$ cat src/rtl/alu_issue.sv
// alu_issue: command queue and issue stage for an external combinational
// shift ALU.
//
// Commands {in_data, in_shift, in_op} are pushed into a DEPTH-entry circular
// FIFO. The FIFO head is presented to the ALU on alu_i/alu_shift/alu_op, and
// the ALU result (alu_o) is captured into a single output register whenever
// that register is empty or being drained this cycle.
//
// Ports
//   clk, reset              clock, synchronous active-high reset
//   in_valid/in_ready       upstream command handshake
//   in_data/in_shift/in_op  command operand, amount, op
//   alu_i/alu_shift/alu_op  FIFO head driven to the ALU (zero when empty)
//   alu_o                   ALU result for the current alu_* values
//   out_valid/out_ready     downstream result handshake
//   out_data/out_op         captured result and the op that produced it
//   count                   commands waiting in the FIFO
//   stall_cnt               saturating count of back-pressured result cycles
module alu_issue #(
  parameter int DEPTH = 4,
  parameter int CW    = 3
) (
  input  logic          clk,
  input  logic          reset,
  input  logic          in_valid,
  output logic          in_ready,
  input  logic [15:0]   in_data,
  input  logic [3:0]    in_shift,
  input  logic [1:0]    in_op,
  output logic [15:0]   alu_i,
  output logic [3:0]    alu_shift,
  output logic [1:0]    alu_op,
  input  logic [15:0]   alu_o,
  output logic          out_valid,
  input  logic          out_ready,
  output logic [15:0]   out_data,
  output logic [1:0]    out_op,
  output logic [CW-1:0] count,
  output logic [7:0]    stall_cnt
);

  localparam int PW = (DEPTH > 1) ? $clog2(DEPTH) : 1;

  // Entry layout: [21:6] data, [5:2] shift, [1:0] op
  logic [21:0]   mem [DEPTH];
  logic [PW-1:0] wr_ptr;
  logic [PW-1:0] rd_ptr;
  logic [21:0]   head;
  logic          push;
  logic          issue;
  logic          not_empty;

  assign not_empty = (count != '0);
  assign in_ready  = (count != CW'(DEPTH));
  assign push      = in_valid && in_ready;
  // The output register can take a new result when it is empty or when its
  // current contents leave this same edge.
  assign issue     = not_empty && (!out_valid || out_ready);
  assign head      = mem[rd_ptr];

  always_comb begin
    alu_i     = '0;
    alu_shift = '0;
    alu_op    = '0;
    if (not_empty) begin
      alu_i     = head[21:6];
      alu_shift = head[5:2];
      alu_op    = head[1:0];
    end
  end

  // Storage needs no reset: entries are only ever read below count.
  always_ff @(posedge clk) begin
    if (push) begin
      mem[wr_ptr] <= {in_data, in_shift, in_op};
    end
  end

  always_ff @(posedge clk) begin
    if (reset) begin
      wr_ptr <= '0;
      rd_ptr <= '0;
      count  <= '0;
    end else begin
      if (push) begin
        wr_ptr <= (wr_ptr == PW'(DEPTH - 1)) ? '0 : wr_ptr + PW'(1);
      end
      if (issue) begin
        rd_ptr <= (rd_ptr == PW'(DEPTH - 1)) ? '0 : rd_ptr + PW'(1);
      end
      case ({push, issue})
        2'b10:   count <= count + CW'(1);
        2'b01:   count <= count - CW'(1);
        default: count <= count;
      endcase
    end
  end

  always_ff @(posedge clk) begin
    if (reset) begin
      out_valid <= 1'b0;
      out_data  <= '0;
      out_op    <= '0;
    end else if (issue) begin
      out_valid <= 1'b1;
      out_data  <= alu_o;
      out_op    <= head[1:0];
    end else if (out_valid && out_ready) begin
      out_valid <= 1'b0;
    end
  end

  always_ff @(posedge clk) begin
    if (reset) begin
      stall_cnt <= '0;
    end else if (out_valid && !out_ready && (stall_cnt != 8'hFF)) begin
      stall_cnt <= stall_cnt + 8'd1;
    end
  end

endmodule

$ cat config.mk
export PLATFORM = sky130hd
export DESIGN_NAME = alu_issue
export DESIGN_NICKNAME = d
export VERILOG_FILES = /design/src/rtl/alu_issue.sv
export SDC_FILE = /design/constraint.sdc
export NUM_CORES = 1
export LEC_CHECK = 0
export CAP_MARGIN = 20
export CORE_MARGIN = 3
export CORE_UTILIZATION = 52
export CTS_CLUSTER_SIZE = 30
export DETAILED_ROUTE_END_ITERATION = 8
export GPL_TIMING_DRIVEN = 0
export PLACE_DENSITY = 0.85
export SKIP_LAST_GASP = 1
export SLEW_MARGIN = 25
export SYNTH_ARGS = -nofsm -noshare
export SYNTH_HDL_FRONTEND = slang
export SYNTH_SLANG_ARGS = --single-unit
$ cat constraint.sdc
create_clock -name clk -period 2.5 [get_ports clk]
set_clock_uncertainty 0.05 [all_clocks]
set_input_delay 0.5 -clock clk [delete_from_list [all_inputs] [get_ports clk]]
set_output_delay 0.5 -clock clk [all_outputs]
set_load 0.01 [all_outputs]
==> results of run 1 <==
[final timing paths]
| kind | from | to | slack, ps | cells after the start |
|---|---|---|---|---|
| worst min register to register | out_op[1] | out_op[1] | 430 | 2 |
| worst min-delay path | in_valid | wr_ptr[0] | 360 | 3 |
| worst max register to register | count[2] | count[2] | 100 | 9 |
| worst max-delay path | flop | alu_i[9] | -40 | 6 |
[cell families after synthesis]
group / Yosys count
multiplexers: 26
buffers and inverters: 26
adder cells (fa/ha/maj): 8
XOR/XNOR: 2
AND/OR/NAND/NOR: 81
flip-flops: 124
AO/OA/AOI/OAI: 57
[cells in the mapped netlist (2+ instances only)]
| master | number | share of area |
|---|---|---|
| a31oi_1 | 2 | 0.0025 |
| and3_2 | 4 | 0.0061 |
| and3_1 | 2 | 0.0025 |
| a21oi_2 | 2 | 0.0035 |
| a21oi_1 | 26 | 0.026 |
| nand3_1 | 22 | 0.022 |
| buf_1 | 4 | 0.0030 |
| o21ai_0 | 21 | 0.021 |
| nor2b_1 | 4 | 0.0051 |
| and2_1 | 22 | 0.028 |
| nand2b_1 | 3 | 0.0038 |
| and4_1 | 3 | 0.0053 |
| buf_6 | 3 | 0.0068 |
| a21o_1 | 2 | 0.0030 |
| dfxtp_1 | 36 | 0.15 |
| nor3_1 | 3 | 0.0030 |
| clkbuf_1 | 10 | 0.0076 |
| buf_2 | 4 | 0.0040 |
| mux4_2 | 22 | 0.10 |
| a211oi_1 | 2 | 0.0030 |
| ha_1 | 7 | 0.018 |
| mux2_2 | 3 | 0.0068 |
| nor2_1 | 8 | 0.0061 |
| inv_1 | 5 | 0.0038 |
| edfxtp_1 | 88 | 0.53 |
| xor2_1 | 2 | 0.0035 |
[registers in the layout, indices dropped and copies added, names as in the netlist, named ones only]
signal	count
count	3
mem	88
out_data	16
out_op	2
out_valid	1
rd_ptr	2
stall_cnt	8
wr_ptr	2
[report_power, final]
group          switching, mW  total (mW)  internal (mW)  leakage [nW]
combinational           1.30        2.78           1.48          1.06
clock                  0.968        2.43           1.46         0.292
sequential             0.169        2.69           2.52          1.10
[layout make-up]
class	count	area [sq um]
Sequential cell	124	3376
Clock buffer	17	414.1
Tap cell	126	157.7
Clock inverter	15	176.4
Multi-Input combinational cell	174	1509
Timing Repair Buffer	112	1066
Buffer	19	136.4
Inverter	5	18.77
Fill cell	504	2122
[critical path, stage by stage, from the launching register on]
cell and delay, ps:
dfxtp_4 400, buf_12 120, buf_12 100, buf_6 90, mux4_2 490, and2_4 160
buf_6 110
[per-stage QoR]
step / cell area [sq um] / setup TNS, ps / utilization / total power, mW
after global placement: 6036 / -975.2 / 0.6724 / 5.041
after global routing: 6854 / -1119 / 0.7636 / 8.240
final: 6854 / -202.3 / 0.7636 / 7.897
after detailed placement: 6036 / -1215 / 0.6724 / 5.127
after floorplan: 4947 / 0 / - / 3.994
after CTS: 6825 / -1204 / 0.7604 / 7.758
[routing by layer]
metal / part of all wire / vias to the layer above / global-route usage
met2: 0.52 / 115 / 0.4009
met3: 0.048 / 23 / 0.06281
met4: 0.023 / 0 / 0.08262
li1: - / 1504 / -
met5: 0 / - / 0
met1: 0.41 / 1633 / 0.2777
[what timing repair did]
| action | in CTS | in global routing |
|---|---|---|
| cloned | 1 | 0 |
| setup buffers | 19 | 2 |
| pin swaps | 2 | 7 |
| resized for setup | 109 | 34 |
| endpoints found under the setup margin | 24 | 24 |
==> run_results.csv, run 1 <==
group,metric,value,unit
run_status,status,"finished, violations left",
run_status,violations,"negative setup slack",
clock_network,cts-root-buf,"clkbuf_8",
clock_network,cts_sinks,124,
synth,synth_area_per_cell,15.27,sq um
final_layout,final_cell_mix,"88 x edfxtp_1, 70 x clkdlybuf4s50_1, 32 x dfxtp_1",
clock_network,insertion_delay,510,ps
grt,grt_remaining_overflow,0,
synth,seq_area_frac_synth,0.6798,
drt,firstDrtPassIters,4,
synth,synth_compound_area_frac,0.06297,
placement,io_buffers,93,
drt,vias,3275,
setup_path,start_kind,"flop",
synth,synthesis.nets,374,
drt,drcViolationCount,0,
final_layout,diodes,0,
timing,period_needed,2539,ps
grt,grt_pass1_wl,19100,um
clock_network,cts.path.max_buffers,2,
drt,wl_per_cell,20.01,um
timing,rsz0062_at_grt,"true",
pwr,power-per-cell-area,1152,mW/mm^2
timing,tightest_slew,598.2,ps
final_layout,fin_nets,503,
final_layout,layout_commonest_cell,"edfxtp_1",
timing,timing.hold.ws,358.2,ps
clock_network,cts_max_level,4,
setup_path,path_class,"reg2out",
synth,synthAdderAreaFrac,0.02175,
timing,max_slew_margin,0.6012,
die,die_h,103.5,um
synth,synth_top_family_by_area,"multiplexers",
clock_network,cts_tree,"yes",
drt,routed_wl,11840,um
synth,synth-xor-area-share,0.003541,
flow_run,maxCapViolations,0,
synth,yosys.area_share.simple,0.09762,
synth,synth-seq-cells,124,
timing,fmax,0.3939,GHz
die,fp.coreArea,0.008976,sq mm
clock_network,postCtsHoldBufs,0,
synth,syn_inst,324,
synth,synth_edf_count,88,
grt,grt_util_all_layers,0.2307,
timing,finalMaxSlewViolations,0,
grt,grt_pass1_vias,3497,
timing,timing.final.crit_share,1.015,
clock_network,clk_pin_slew,60,ps
final_layout,syn2layout_area_growth,38.54,%
final_layout,drive_gt1_frac,0.2940,
setup_path,worst_ep_required_time,1950,ps
die,initial_utilization,0.5512,
die,die_w,103.5,um
placement,placedCellCount,543,
die,row_count,34,
final_layout,instances_no_fill,592,
die,io_pins,95,
clock_network,cts_buffers,17,
grt,antenna_found_initial,0,
setup_path,end_kind,"output pin",
drt,final_antenna_net_count,0,
placement,pre_cts_ws,-626.1,ps
drt,viasPerCell,5.532,
synth,syn-cell-area,0.004947,sq mm
pwr,peakVddDrop,0.0008000,V
synth,synth_mux_area_frac,0.1090,
timing,hold_viol,0,
setup_path,cp_max_fo,5,
pwr,power_leakage,2.460,nW
die,dieArea,0.01072,sq mm
grt,grt_max_degree,23,
hold_path,min_path_type,"in2reg",
synth,ys_types,40,
drt,drtIter0Drc,198,
placement,hpwlAfterDp,6830,um
setup_path,cp.arrival,1990,ps
timing,fin_ws,-38.69,ps
synth,async_flop_share,0,
placement,place_congestion,0.8514,
timing,finalSetupViolCount,9,
synth,ys.flop_type,"edfxtp_1",
synth,yosysWarnings,0,
(Power assumes the default switching activity.)
==> inputs of run 2 (changes only) <==
Clock period 2.5 ns to 2.7 ns, I/O delays scaled along.
==> run_results.csv, run 2 (synthesized netlist as in run 1, its figures left out) <==
group,metric,value,unit
run_status,status,"finished, final reports clean",
pwr,power-per-cell-area,1039,mW/mm^2
pwr,seqPwrFrac,0.354,
pwr,p_sw,2.165,mW
final_layout,syn2layout_area_growth,36.29,%
setup_path,cp_top_family,"buffers and inverters",
final_layout,final_cell_mix,"88 x edfxtp_1, 71 x clkdlybuf4s50_1, 33 x dfxtp_1",
hold_path,hold_depth,3,
die,die_w,103.5,um
die,row_count,34,
setup_path,end_kind,"output pin",
drt,routed_wl,11320,um
timing,timing.final.crit_share,0.9820,
timing,rsz0062_at_grt,"true",
grt,grt_max_degree,23,
placement,place_congestion,0.8514,
grt,grt_pass1_vias,3393,
clock_network,cts_buffers,17,
flow_run,maxCapViolations,0,
drt,vias,3242,
hold_path,hp-start,"in_valid",
final_layout,drive_gt1_frac,0.2004,
pwr,p_total,7.006,mW
pwr,p_int,4.841,mW
clock_network,cts.path.max_buffers,2,
setup_path,path_class,"reg2out",
final_layout,top_register,"mem",
hold_path,holdPathEnd,"wr_ptr[0]",
clock_network,cts_tree,"yes",
die,die_h,103.5,um
timing,hold_viol,0,
drt,drtIter0Drc,248,
die,fp.coreArea,0.008976,sq mm
placement,hpwlAfterDp,6830,um
setup_path,critPathSlowestCell,"mux4_2",
clock_network,cts_max_level,4,
hold_path,min_path_type,"in2reg",
drt,final_antenna_net_count,0,
pwr,p_comb_frac,0.326,
timing,fmax,0.3772,GHz
setup_path,worst_ep_required_time,2110,ps
setup_path,worstReg2RegEnd,"count[2]",
die,io_pins,95,
timing,fin_ws,48.68,ps
final_layout,layout_commonest_cell,"edfxtp_1",
timing,tightest_slew,599.5,ps
drt,viasPerCell,5.542,
pwr,power_leakage,2.409,nW
final_layout,reg.largest.list,"mem: 88 flops, out_data: 16 flops, stall_cnt: 8 flops",
pwr,peakVddDrop,0.0007231,V
setup_path,cp.arrival,2060,ps
timing,period_needed,2651,ps
clock_network,cts_sinks,124,
grt,antenna_found_initial,0,
final_layout,diodes,0,
final_layout,fin_nets,496,
setup_path,slowest_delay,480,ps
setup_path,ff2ff_path_depth,9,
timing,finalMaxSlewViolations,0,
clock_network,insertion_delay,500,ps
setup_path,path_buf_inv,3,
drt,drcViolationCount,0,
grt,grt_pass1_wl,18220,um
die,initial_utilization,0.5512,
timing,max_slew_margin,0.6003,
grt,grt_remaining_overflow,0,
drt,wl_per_cell,19.35,um
final_layout,largest_reg_flops,88,
setup_path,rrSetupSlack,180,ps
timing,finalSetupViolCount,0,
placement,io_buffers,93,
die,dieArea,0.01072,sq mm
setup_path,cp_cell_sequence,"buf_12 > buf_4 > mux4_2 > and2_1 > dlygate4sd2_1",
setup_path,cp_max_fo,6,
placement,pre_cts_ws,-466.1,ps
pwr,p_sw_frac,0.3091,
clock_network,cts-root-buf,"clkbuf_8",
grt,grt_util_all_layers,0.2193,
drt,firstDrtPassIters,5,
setup_path,r2r_start,"count[2]",
setup_path,start_kind,"flop",
clock_network,clk_pin_slew,60,ps
pwr,p_clk_frac,0.320,
run 2: final cells by class:
cell class	instances	area (sq um)
flip-flops and latches	124	3369
fillers	518	2233
multi-input cells	174	1464
repair buffers	105	1012
clock buffers	17	414.1
clock inverters	15	176.4
well taps	126	157.7
plain buffers	19	130.1
inverters	5	18.77
run 2: worst register-to-register path, delay by kind of cell, from the launching register on:
kind / cells / cell delay [ps]
AO/OA/AOI/OAI: 1 / 160
XOR/XNOR: 1 / 170
adder cells (fa/ha/maj): 2 / 560
buffers and inverters: 2 / 210
flip-flops: 1 / 400
AND/OR/NAND/NOR: 3 / 880
run 2: what timing repair did:
item                                    4_1_cts  5_1_grt
buffers inserted                              7        5
resized for setup                            36       16
hold buffers                                  0        0
pin swaps                                     0        0
endpoints found under the setup margin       23       14
run 2: metrics by stage:
step	hold slack [ps]	setup TNS [ps]	area [sq um]	util	std cells
5_1_grt	448.2	-54.96	6743	0.7512	585
4_1_cts	387.6	-269.5	6686	0.7449	580
6_report	405.8	0	6743	0.7512	585
2_1_floorplan	421.7	0	4947	-	324
3_3_place_gp	412.2	-469.3	6036	0.6724	543
3_5_place_dp	418.5	-597.0	6036	0.6724	543
run 2: metal layers:
layer | global-route usage | routed length [um] | vias to the layer above | part of all wire
li1 | - | - | 1493 | -
met1 | 0.2732 | 4563 | 1627 | 0.40
met2 | 0.3738 | 6017 | 107 | 0.53
met3 | 0.06157 | 553 | 15 | 0.049
met4 | 0.07028 | 183 | 0 | 0.016
met5 | 0 | 0 | - | 0
run 2: worst max path at each step:
| stage | to | slack [ps] | depth (start not counted) |
|---|---|---|---|
| after floorplan | count[2] | 330 | 9 |
| after global placement | count[2] | -390 | 10 |
| after detailed placement | count[2] | -470 | 10 |
| after CTS | alu_op[0] | -70 | 4 |
| after global routing | alu_i[6] | -10 | 5 |
| final | alu_i[15] | 50 | 5 |
run 2: power by group through the flow:
stage | Clock (mW) | Sequential (mW) | Combinational [mW]
floorplan | 0 | 2.52 | 1.18
global placement | 0 | 2.48 | 2.19
detailed placement | 0 | 2.50 | 2.25
CTS | 2.25 | 2.48 | 2.25
global route | 2.34 | 2.51 | 2.49
finish | 2.24 | 2.48 | 2.29
